File: config.mk
export PLATFORM = sky130hd
export DESIGN_NAME = dice_cgra_tid_pipe
export DESIGN_NICKNAME = d
export VERILOG_FILES = /design/src/rtl/dice_cgra_pkg.sv /design/src/rtl/dice_tid_pipe_stage.sv /design/src/rtl/dice_cgra_tid_pipe.sv
export SDC_FILE = /design/constraint.sdc
export NUM_CORES = 1
export LEC_CHECK = 0
export BUFFER_PORTS_ARGS = -buffer_cell sky130_fd_sc_hd__buf_2
export CORE_ASPECT_RATIO = 0.7
export CORE_UTILIZATION = 45
export CTS_BUF_LIST = sky130_fd_sc_hd__clkbuf_8 sky130_fd_sc_hd__clkbuf_16
export DETAILED_ROUTE_END_ITERATION = 6
export PLACE_DENSITY_LB_ADDON = 0.15
export SETUP_SLACK_MARGIN = 0.4
export SLEW_MARGIN = 20
export SYNTH_ARGS = -nofsm -noshare
export SYNTH_HDL_FRONTEND = slang
export SYNTH_SLANG_ARGS = --single-unit
File: constraint.sdc
create_clock -name clk -period 9.1 [get_ports clk]
set_clock_uncertainty 0.1 [all_clocks]
set_input_delay 0.455 -clock clk [delete_from_list [all_inputs] [get_ports clk]]
set_output_delay 0.455 -clock clk [all_outputs]
set_load 0.005 [all_outputs]
File: src/rtl/dice_cgra_pkg.sv
// Shared sizing helpers and the default-geometry beat type for the TID pipeline.
// Pure declarations: no latency, no flow control.
package dice_cgra_pkg;

    localparam int DEF_NUM_LANES   = 1;
    localparam int DEF_NUM_TID     = 512;
    localparam int DEF_MAX_LATENCY = 32;
    localparam int DEF_TID_WIDTH   = $clog2(DEF_NUM_TID);

    function automatic int lat_width(input int max_latency);
        return $clog2(max_latency + 1);
    endfunction

    function automatic int cnt_width(input int max_latency);
        return $clog2(max_latency + 1);
    endfunction

    // One cycle's worth of lanes: per-lane valid plus the TID carried by each lane.
    typedef struct packed {
        logic [DEF_NUM_LANES-1:0]                    vld;
        logic [DEF_NUM_LANES-1:0][DEF_TID_WIDTH-1:0] tid;
    } tid_beat_t;

endpackage

File: src/rtl/dice_tid_pipe_stage.sv
// One pipeline stage register for a whole beat: clear beats load, load beats hold.
// Latency one cycle when loaded; holds its contents whenever load_i is low.
module dice_tid_pipe_stage
    import dice_cgra_pkg::*;
#(
    parameter type beat_t = tid_beat_t
) (
    input  logic  clk,
    input  logic  rst,
    input  logic  clr_i,
    input  logic  load_i,
    input  beat_t beat_i,
    output beat_t beat_o
);

    beat_t beat_q;

    always_ff @(posedge clk or posedge rst) begin
        if (rst) begin
            beat_q <= '0;
        end else if (clr_i) begin
            beat_q <= '0;
        end else if (load_i) begin
            beat_q <= beat_i;
        end
    end

    assign beat_o = beat_q;

endmodule

File: src/rtl/dice_cgra_tid_pipe.sv
// Delays issued thread-ID beats by a runtime latency (0..MAX_LATENCY) and tracks occupancy.
// Whole pipe stalls while a writeback beat is presented without out_ready; in_ready mirrors that.
module dice_cgra_tid_pipe
    import dice_cgra_pkg::*;
#(
    parameter int  NUM_LANES   = DEF_NUM_LANES,
    parameter int  NUM_TID     = DEF_NUM_TID,
    parameter int  MAX_LATENCY = DEF_MAX_LATENCY,
    parameter int  CNT_WIDTH   = cnt_width(MAX_LATENCY),
    localparam int TID_WIDTH   = $clog2(NUM_TID),
    localparam int LAT_WIDTH   = lat_width(MAX_LATENCY)
) (
    input  logic                           clk,
    input  logic                           rst,
    input  logic                           clr,
    input  logic                           cfg_load,
    input  logic [LAT_WIDTH-1:0]           cfg_latency,
    input  logic [NUM_LANES-1:0]           in_valid,
    input  logic [NUM_LANES*TID_WIDTH-1:0] in_tid,
    output logic                           in_ready,
    output logic [NUM_LANES-1:0]           out_valid,
    output logic [NUM_LANES*TID_WIDTH-1:0] out_tid,
    input  logic                           out_ready,
    output logic [CNT_WIDTH-1:0]           inflight,
    output logic                           busy,
    output logic                           cfg_err,
    output logic [LAT_WIDTH-1:0]           cur_latency
);

    typedef struct packed {
        logic [NUM_LANES-1:0]                vld;
        logic [NUM_LANES-1:0][TID_WIDTH-1:0] tid;
    } beat_t;

    beat_t                in_beat;
    beat_t                out_beat;
    beat_t                stage_q [MAX_LATENCY];
    logic [LAT_WIDTH-1:0] cur_lat_q, cur_lat_d;
    logic [CNT_WIDTH-1:0] inflight_q, inflight_d;
    logic                 cfg_err_q, cfg_err_d;
    logic                 lat_zero, advance, out_hs, in_acc, cfg_ok;
    logic                 cnt_inc, cnt_dec;

    assign in_beat.vld = in_valid;
    assign in_beat.tid = in_tid;
    assign lat_zero    = (cur_lat_q == '0);

    always_comb begin
        out_beat = '0;
        if (lat_zero) begin
            out_beat = in_beat;
        end else begin
            for (int k = 0; k < MAX_LATENCY; k++) begin
                if (cur_lat_q == LAT_WIDTH'(k + 1)) begin
                    out_beat = stage_q[k];
                end
            end
        end
    end

    assign out_valid = out_beat.vld;

    always_comb begin
        out_tid = '0;
        for (int i = 0; i < NUM_LANES; i++) begin
            if (out_beat.vld[i]) begin
                out_tid[i*TID_WIDTH +: TID_WIDTH] = out_beat.tid[i];
            end
        end
    end

    assign advance  = ~(|out_valid) | out_ready;
    assign in_ready = lat_zero ? out_ready : advance;
    assign out_hs   = (|out_valid) & out_ready;
    assign in_acc   = in_ready & (|in_valid) & ~clr;

    // A latency change is only safe when nothing is in flight and nothing leaves this cycle.
    assign cfg_ok = cfg_load & ~clr & (inflight_q == '0) & ~out_hs
                  & (cfg_latency <= LAT_WIDTH'(MAX_LATENCY));

    assign cur_lat_d = cfg_ok ? cfg_latency : cur_lat_q;
    assign cnt_inc   = in_acc & (cur_lat_d != '0);
    assign cnt_dec   = out_hs & ~lat_zero;

    always_comb begin
        inflight_d = inflight_q;
        if (clr) begin
            inflight_d = '0;
        end else if (cnt_inc & ~cnt_dec) begin
            inflight_d = inflight_q + CNT_WIDTH'(1);
        end else if (cnt_dec & ~cnt_inc) begin
            inflight_d = inflight_q - CNT_WIDTH'(1);
        end
    end

    assign cfg_err_d = clr ? 1'b0 : (cfg_err_q | (cfg_load & ~cfg_ok));

    always_ff @(posedge clk or posedge rst) begin
        if (rst) begin
            cur_lat_q  <= LAT_WIDTH'(1);
            inflight_q <= '0;
            cfg_err_q  <= 1'b0;
        end else begin
            cur_lat_q  <= cur_lat_d;
            inflight_q <= inflight_d;
            cfg_err_q  <= cfg_err_d;
        end
    end

    // Stages at or beyond the active latency are held empty so a later latency
    // increase never exposes a stale beat.
    for (genvar k = 0; k < MAX_LATENCY; k++) begin : g_stage
        beat_t stage_d;
        logic  stage_clr;

        if (k == 0) begin : g_first
            assign stage_d = in_beat;
        end else begin : g_rest
            assign stage_d = stage_q[k-1];
        end

        assign stage_clr = clr | (cur_lat_q <= LAT_WIDTH'(k));

        dice_tid_pipe_stage #(
            .beat_t (beat_t)
        ) u_stage (
            .clk    (clk),
            .rst    (rst),
            .clr_i  (stage_clr),
            .load_i (advance),
            .beat_i (stage_d),
            .beat_o (stage_q[k])
        );
    end

    assign inflight    = inflight_q;
    assign busy        = (inflight_q != '0);
    assign cfg_err     = cfg_err_q;
    assign cur_latency = cur_lat_q;

endmodule

---- Word level (Yosys, flattened, before mapping) ----
Index checks and enable logic that the tools add are counted.
word-level totals
  output and inout bits ................... 25
  logic and storage cells ................. 328
  input bits .............................. 21
  flip-flop bits (word level) ............. 333
operators by class
  magnitude comparators ................... 33
  bitwise logic cells ..................... 53
  add/subtract/negate cells ............... 2
  eq/ne operators ......................... 32
  muxes and demuxes ....................... 104
  reductions and logical operators ........ 37
operator list
  cell                                                                    number
  10-bit 2-to-1 mux                                                       97
  6-bit by 5-bit == test with 1-bit output (second input constant)        16
  6-bit by 5-bit <= comparator with 1-bit output (second input constant)  16
  2-bit nonzero test                                                      32
  6-bit by 4-bit == test with 1-bit output (second input constant)        8
  6-bit by 4-bit <= comparator with 1-bit output (second input constant)  8
  1-bit bitwise OR                                                        34
  6-bit by 3-bit == test with 1-bit output (second input constant)        4
  6-bit by 3-bit <= comparator with 1-bit output (second input constant)  4
  6-bit 2-to-1 mux                                                        4
  1-bit AND                                                               12
  6-bit by 2-bit == test with 1-bit output (second input constant)        2
  6-bit by 1-bit <= comparator with 1-bit output (second input constant)  2
  6-bit by 2-bit <= comparator with 1-bit output (second input constant)  2
  6-bit zero test                                                         2
  6-bit nonzero test                                                      2
  9-bit 2-to-1 mux                                                        1
  1-bit inverter                                                          7
  6-bit by 1-bit adder with 6-bit output (second input constant)          1
  6-bit by 1-bit == test with 1-bit output (second input constant)        1
  6-bit == test (second input constant)                                   1
  6-bit <= comparator (second input constant)                             1
  6-bit by 1-bit subtractor with 6-bit output (second input constant)     1
  3-bit nonzero test                                                      1
  1-bit 2-to-1 mux                                                        2

---- Longest topological paths before layout ----
  depth after elaboration ................. 46
  gate-level depth with buffers ........... 19
  mapped depth without buffers ............ 16

---- Modules after synthesis ----
From an unflattened synthesis, not the netlist that was laid out.
unflattened totals
  cells, all modules ...................... 1727
  area, all modules ....................... 17670.7 um^2
modules (own cells, without submodules)
  module               sequential area each (um^2)  cells each  times used  area each (um^2)
  dice_tid_pipe_stage  250.2                        33          32          406.6
  dice_cgra_tid_pipe   326.6                        671         1           4658.2

---- Worst setup path before layout ----
No wires, ideal clock.
  path kind ............................... register to register
  from .................................... register cur_lat_q[0], in the netlist cur_latency[0]
  to ...................................... register inflight_q[5], in the netlist inflight[5]
  setup slack ............................. 4.414 ns
  cell stages (with the launch flop) ...... 18
  data required time ...................... 8.930 ns
  setup time .............................. 0.070 ns
  path buffers ............................ 1
  arrival time ............................ 4.515 ns
  clock period less this slack ............ 4.686 ns
  cell sequence ........................... dfstp_2 -> or4_1 -> buf_2 -> or3_1 -> a311oi_1 -> o2111ai_1 -> a2111oi_4 -> o31ai_2 -> a221o_1 -> or2_2 -> ha_1 -> a21o_1 -> a21oi_1 -> o21bai_1 -> a21oi_1 -> or4_1 -> a21o_1 -> nand3_1
between the ends
  longest elaborated chain between the ends .. 44
  elaborated cells on any way between the ends .. 87
  classes of those cells .................. eq/ne (32); mux (37); bitwise (15); reduce/logical (3)
ends and longest elaborated chain
  what                                                           RTL line                                            source
  start: declaration                                             dice_cgra_tid_pipe.sv:38                            logic [LAT_WIDTH-1:0] cur_lat_q, cur_lat_d;
  start signal: assignment                                       dice_cgra_tid_pipe.sv:104                           cur_lat_q <= cur_lat_d;
  6-bit by 1-bit == test with 1-bit output                       dice_cgra_tid_pipe.sv:54                            if (cur_lat_q == LAT_WIDTH'(k + 1)) begin
  10-bit 2-to-1 mux (32 in series)                               dice_cgra_tid_pipe.sv:54
  10-bit 2-to-1 mux                                              dice_cgra_tid_pipe.sv:50                            if (lat_zero) begin
  1-bit AND                                                      dice_cgra_tid_pipe.sv:74                            assign out_hs = (|out_valid) & out_ready;
  1-bit inverter                                                 dice_cgra_tid_pipe.sv:78                            assign cfg_ok = cfg_load & ~clr & (inflight_q == '0) & ~out_hs
  1-bit AND                                                      dice_cgra_tid_pipe.sv:78
  1-bit AND                                                      dice_cgra_tid_pipe.sv:79                            & (cfg_latency <= LAT_WIDTH'(MAX_LATENCY));
  6-bit 2-to-1 mux                                               dice_cgra_tid_pipe.sv:81                            assign cur_lat_d = cfg_ok ? cfg_latency : cur_lat_q;
  6-bit nonzero test                                             dice_cgra_tid_pipe.sv:82                            assign cnt_inc = in_acc & (cur_lat_d != '0);
  1-bit AND                                                      dice_cgra_tid_pipe.sv:82
  1-bit AND / 1-bit inverter (equally long branches)             dice_cgra_tid_pipe.sv:89, dice_cgra_tid_pipe.sv:91
  6-bit 2-to-1 mux / 1-bit AND (equally long branches)           dice_cgra_tid_pipe.sv:89, dice_cgra_tid_pipe.sv:91
  6-bit 2-to-1 mux / 3-bit nonzero test (equally long branches)  -
  end signal: assignment                                         dice_cgra_tid_pipe.sv:105                           inflight_q <= inflight_d;
  end: declaration                                               dice_cgra_tid_pipe.sv:39                            logic [CNT_WIDTH-1:0] inflight_q, inflight_d;
Parallel ways exist; a longest one is shown, timed or not.
A chain may end at the register's enable or synchronous reset.

---- Final worst setup path ----
Same ends and word-level chain as after synthesis.

==> flow_summary.json <==
{
  "status": "complete, but fails checks",
  "violations": "DRC",
  "layout.nets": 1993,
  "ff2ff_setup_slack_ns": 2.96,
  "synth_nets": 2019,
  "p_per_area_mw_per_mm2": 276,
  "yosysWarnings": 0,
  "dr.max_layer_used": "met5",
  "start_util_pct": 45.9,
  "worst_ep_required_time_ns": 9.40,
  "post_cts_buffers": 0,
  "path_class": "reg2reg",
  "crit_arrival_ns": 6.44,
  "setup_viol": 0,
  "cp_top_family": "compound AO/OA/AOI/OAI gates",
  "critPathMaxFanout": 37,
  "clkTransAtPathRegs_ns": 0.06,
  "clockRootBuffer": "clkbuf_16",
  "crit_chain": "clkinv_1 > buf_4 > o221a_2 > or3_1 > o2111a_1 > a2111oi_4 > o31ai_2 > a221o_1 > or2_2 > ha_1 > a21o_1 > a21oi_1 > o21bai_1 > a21oi_1 > a21oi_1 > o31ai_1 > nand3_1",
  "setup.worst_path.end": "inflight[5]",
  "cpMaxStageDelayCell": "dfstp_2",
  "fmax_mhz": 163,
  "viasPerCell": 6.09,
  "slowest_delay_ns": 1.06,
  "cts.htree.levels": 2,
  "hold_viol": 0,
  "dp_hpwl_um": 36300,
  "gp_congestion": 0.949,
  "yosys_register_bits": 333,
  "timing.rr.end": "inflight[5]",
  "wl_per_cell_um": 21.9,
  "drive_gt1_share_pct": 8.74,
  "slew_headroom_pct": 22.0,
  "layout_min_cycle_time_ns": 6.14,
  "cts_tree": "built",
  "cts_hold_buf": 0,
  "crit_buf_inv": 2,
  "worstSkewPairLatency_ns": 0.53,
  "final_cell_mix": "nand2_1, a21oi_1, dfrtp_1",
  "cts_buffer_depth": 3,
  "reg2reg_depth": 17,
  "fp.dieW_um": 231,
  "die_h_um": 162,
  "startpoint_type": "flop",
  "end_kind": "flop",
  "timing.rr.start": "cur_latency[0]",
  "synth_edf_count": 0,
  "worstMarginPinSlew_ns": 1.17,
  "final_common_cell": "nand2_1",
  "peakVddDrop_mv": 0.246,
  "grt_overflow_total": 0,
  "ys_types": 70,
  "dr_wl_met2_um": 21800,
  "rows": 58,
  "cts_made_buffers": 35,
  "drt_iter0_drc": 2077,
  "wirelength_um": 54000,
  "antenna_found_initial": 1,
  "ys_async_sr_fraction_pct": 100,
  "yosysSeqAreaShare_pct": 50.4,
  "finalSetupTns_ns": 0,
  "grt_pass1_vias": 14000,
  "ant_nets": 0,
  "syn_avg_cell_area_um2": 8.30,
  "port-buffer-count": 45,
  "firstDrtPassIters": 7,
  "cp.depth": 17,
  "core_mm2": 0.0361,
  "die_area_mm2": 0.0375,
  "cts_resized": 0,
  "finalCritPeriodShare_pct": 67.5,
  "hold_class": "in2async",
  "cp-startpoint": "cur_latency[0]",
  "dp_cells": 2410,
  "wl_met3_um": 5370,
  "met1Wirelength_um": 26100,
  "ys.flop_type": "dfrtp_1",
  "maxCapViolCount": 0,
  "cts.sinks": 333,
  "io_pins": 46,
  "maxSlewViolCount": 0,
  "grt_use_total_pct": 29.0,
  "n_antenna_cell": 0,
  "grt_max_degree": 155,
  "grt_pass1_wl_um": 85200,
  "syn-cell-area_mm2": 0.0165,
  "leakagePower_nw": 7.34,
  "cp_common_cell": "a21oi_1",
  "layoutNonFillerInstCount": 2470,
  "synthToLayoutAreaGrowth_pct": 10.7,
  "vias": 15100,
  "rsz0062_at_grt": "false",
  "drcViolationCount": 8,
  "synthCells": 1993
}
-- metal layers --
layer | global-route usage [%] | vias to the layer above
met5 | 0 | -
met1 | 47.0 | 7532
met4 | 4.91 | 2
met3 | 6.95 | 52
li1 | - | 6805
met2 | 38.8 | 660
-- metrics by stage --
stage | instance area (um^2) | setup WS (ns) | util [%] | power (mW) | hold WS, ns
final | 18300 | 2.96 | 50.8 | 5.06 | 0.0232
after global routing | 18300 | 2.62 | 50.8 | 5.29 | 0.0903
after CTS | 18300 | 3.10 | 50.8 | 5.03 | 0.0522
after detailed placement | 17100 | 3.12 | 47.5 | 3.54 | 0.413
after global placement | 17100 | 3.20 | 47.5 | 3.53 | 0.407
after floorplan | 16500 | 4.10 | - | 2.92 | 0.386
-- how the worst min path moves through the flow --
stage                                        startpoint                             to  depth (start not counted)
after floorplan                                 cfg_err                        cfg_err                          2
after global placement    g_stage[31].u_stage.beat_o[0]  g_stage[31].u_stage.beat_o[0]                          2
after detailed placement  g_stage[31].u_stage.beat_o[7]  g_stage[31].u_stage.beat_o[7]                          2
after CTS                                           rst  g_stage[22].u_stage.beat_o[3]                          2
after global routing                     cfg_latency[1]                 cur_latency[1]                          2
final                                               rst  g_stage[22].u_stage.beat_o[3]                          2
-- where the power goes --
group	total [mW]	internal [mW]	switching [mW]
clock	1.49	0.880	0.610
sequential	1.66	1.54	0.116
combinational	1.91	0.456	1.45
total	5.06	2.88	2.18
-- cell type report --
class | instances | area (um^2)
tap | 480 | 601
fill | 3426 | 17800
clock inverter | 12 | 105
timing repair buffer | 79 | 531
clock buffer | 48 | 1080
multi-input combinational | 1507 | 7620
inverter | 11 | 45.0
sequential | 333 | 8340
-- kinds of logic after synthesis --
family / synth area share [%]
buf+inv: 3.67
flops: 50.4
fa+ha+maj: 0.424
mux: 1.92
simple gates: 21.9
xor+xnor: 0.159
compound gates: 21.5
-- worst register-to-register path: stages (launching register included) --
cell and delay [ns]:
dfstp_2 1.06, clkinv_1 0.52, buf_4 0.36, o221a_2 0.28
or3_1 0.37, o2111a_1 0.27, a2111oi_4 0.55, o31ai_2 0.27
a221o_1 0.43, or2_2 0.38, ha_1 0.28, a21o_1 0.18
a21oi_1 0.23, o21bai_1 0.10, a21oi_1 0.28, a21oi_1 0.12
o31ai_1 0.13, nand3_1 0.10
-- flip-flops by register name, indices dropped and copies added, names as in the netlist --
name and count:
g_stage.u_stage.beat_o 320, cur_latency 6, inflight 6, cfg_err 1
-- cell usage after synthesis, types with 4 or more instances --
| master | number | area [um^2] |
|---|---|---|
| nand2_1 | 683 | 2560 |
| o22ai_1 | 12 | 75.1 |
| nand4_1 | 5 | 31.3 |
| nor3_1 | 14 | 70.1 |
| a22oi_1 | 29 | 218 |
| a22o_1 | 10 | 87.6 |
| o2bb2ai_1 | 7 | 61.3 |
| nor2_1 | 82 | 308 |
| dfrtp_1 | 332 | 8310 |
| a221oi_1 | 24 | 210 |
| o21bai_1 | 6 | 45.0 |
| ha_1 | 4 | 50.1 |
| and3_1 | 7 | 43.8 |
| o221ai_1 | 11 | 96.3 |
| o21a_1 | 5 | 37.5 |
| a211oi_1 | 4 | 30.0 |
| nand3_1 | 13 | 65.1 |
| inv_1 | 10 | 37.5 |
| a222oi_1 | 11 | 110 |
| clkbuf_1 | 87 | 327 |
| or2_2 | 12 | 75.1 |
| o221a_2 | 4 | 45.0 |
| a21oi_1 | 366 | 1830 |
| mux2i_1 | 19 | 190 |
| a41oi_1 | 4 | 35.0 |
| a21o_1 | 16 | 120 |
| buf_1 | 29 | 109 |
| o2111ai_1 | 4 | 35.0 |
| o21ai_0 | 46 | 230 |
| or3_1 | 9 | 56.3 |
| nor2b_1 | 12 | 75.1 |
| nor4_1 | 4 | 25.0 |
| mux2_2 | 10 | 113 |
| buf_2 | 26 | 130 |
| nand2b_1 | 15 | 93.8 |
| and2_1 | 4 | 25.0 |
| a221o_1 | 5 | 50.1 |
(Power assumes the default switching activity.)
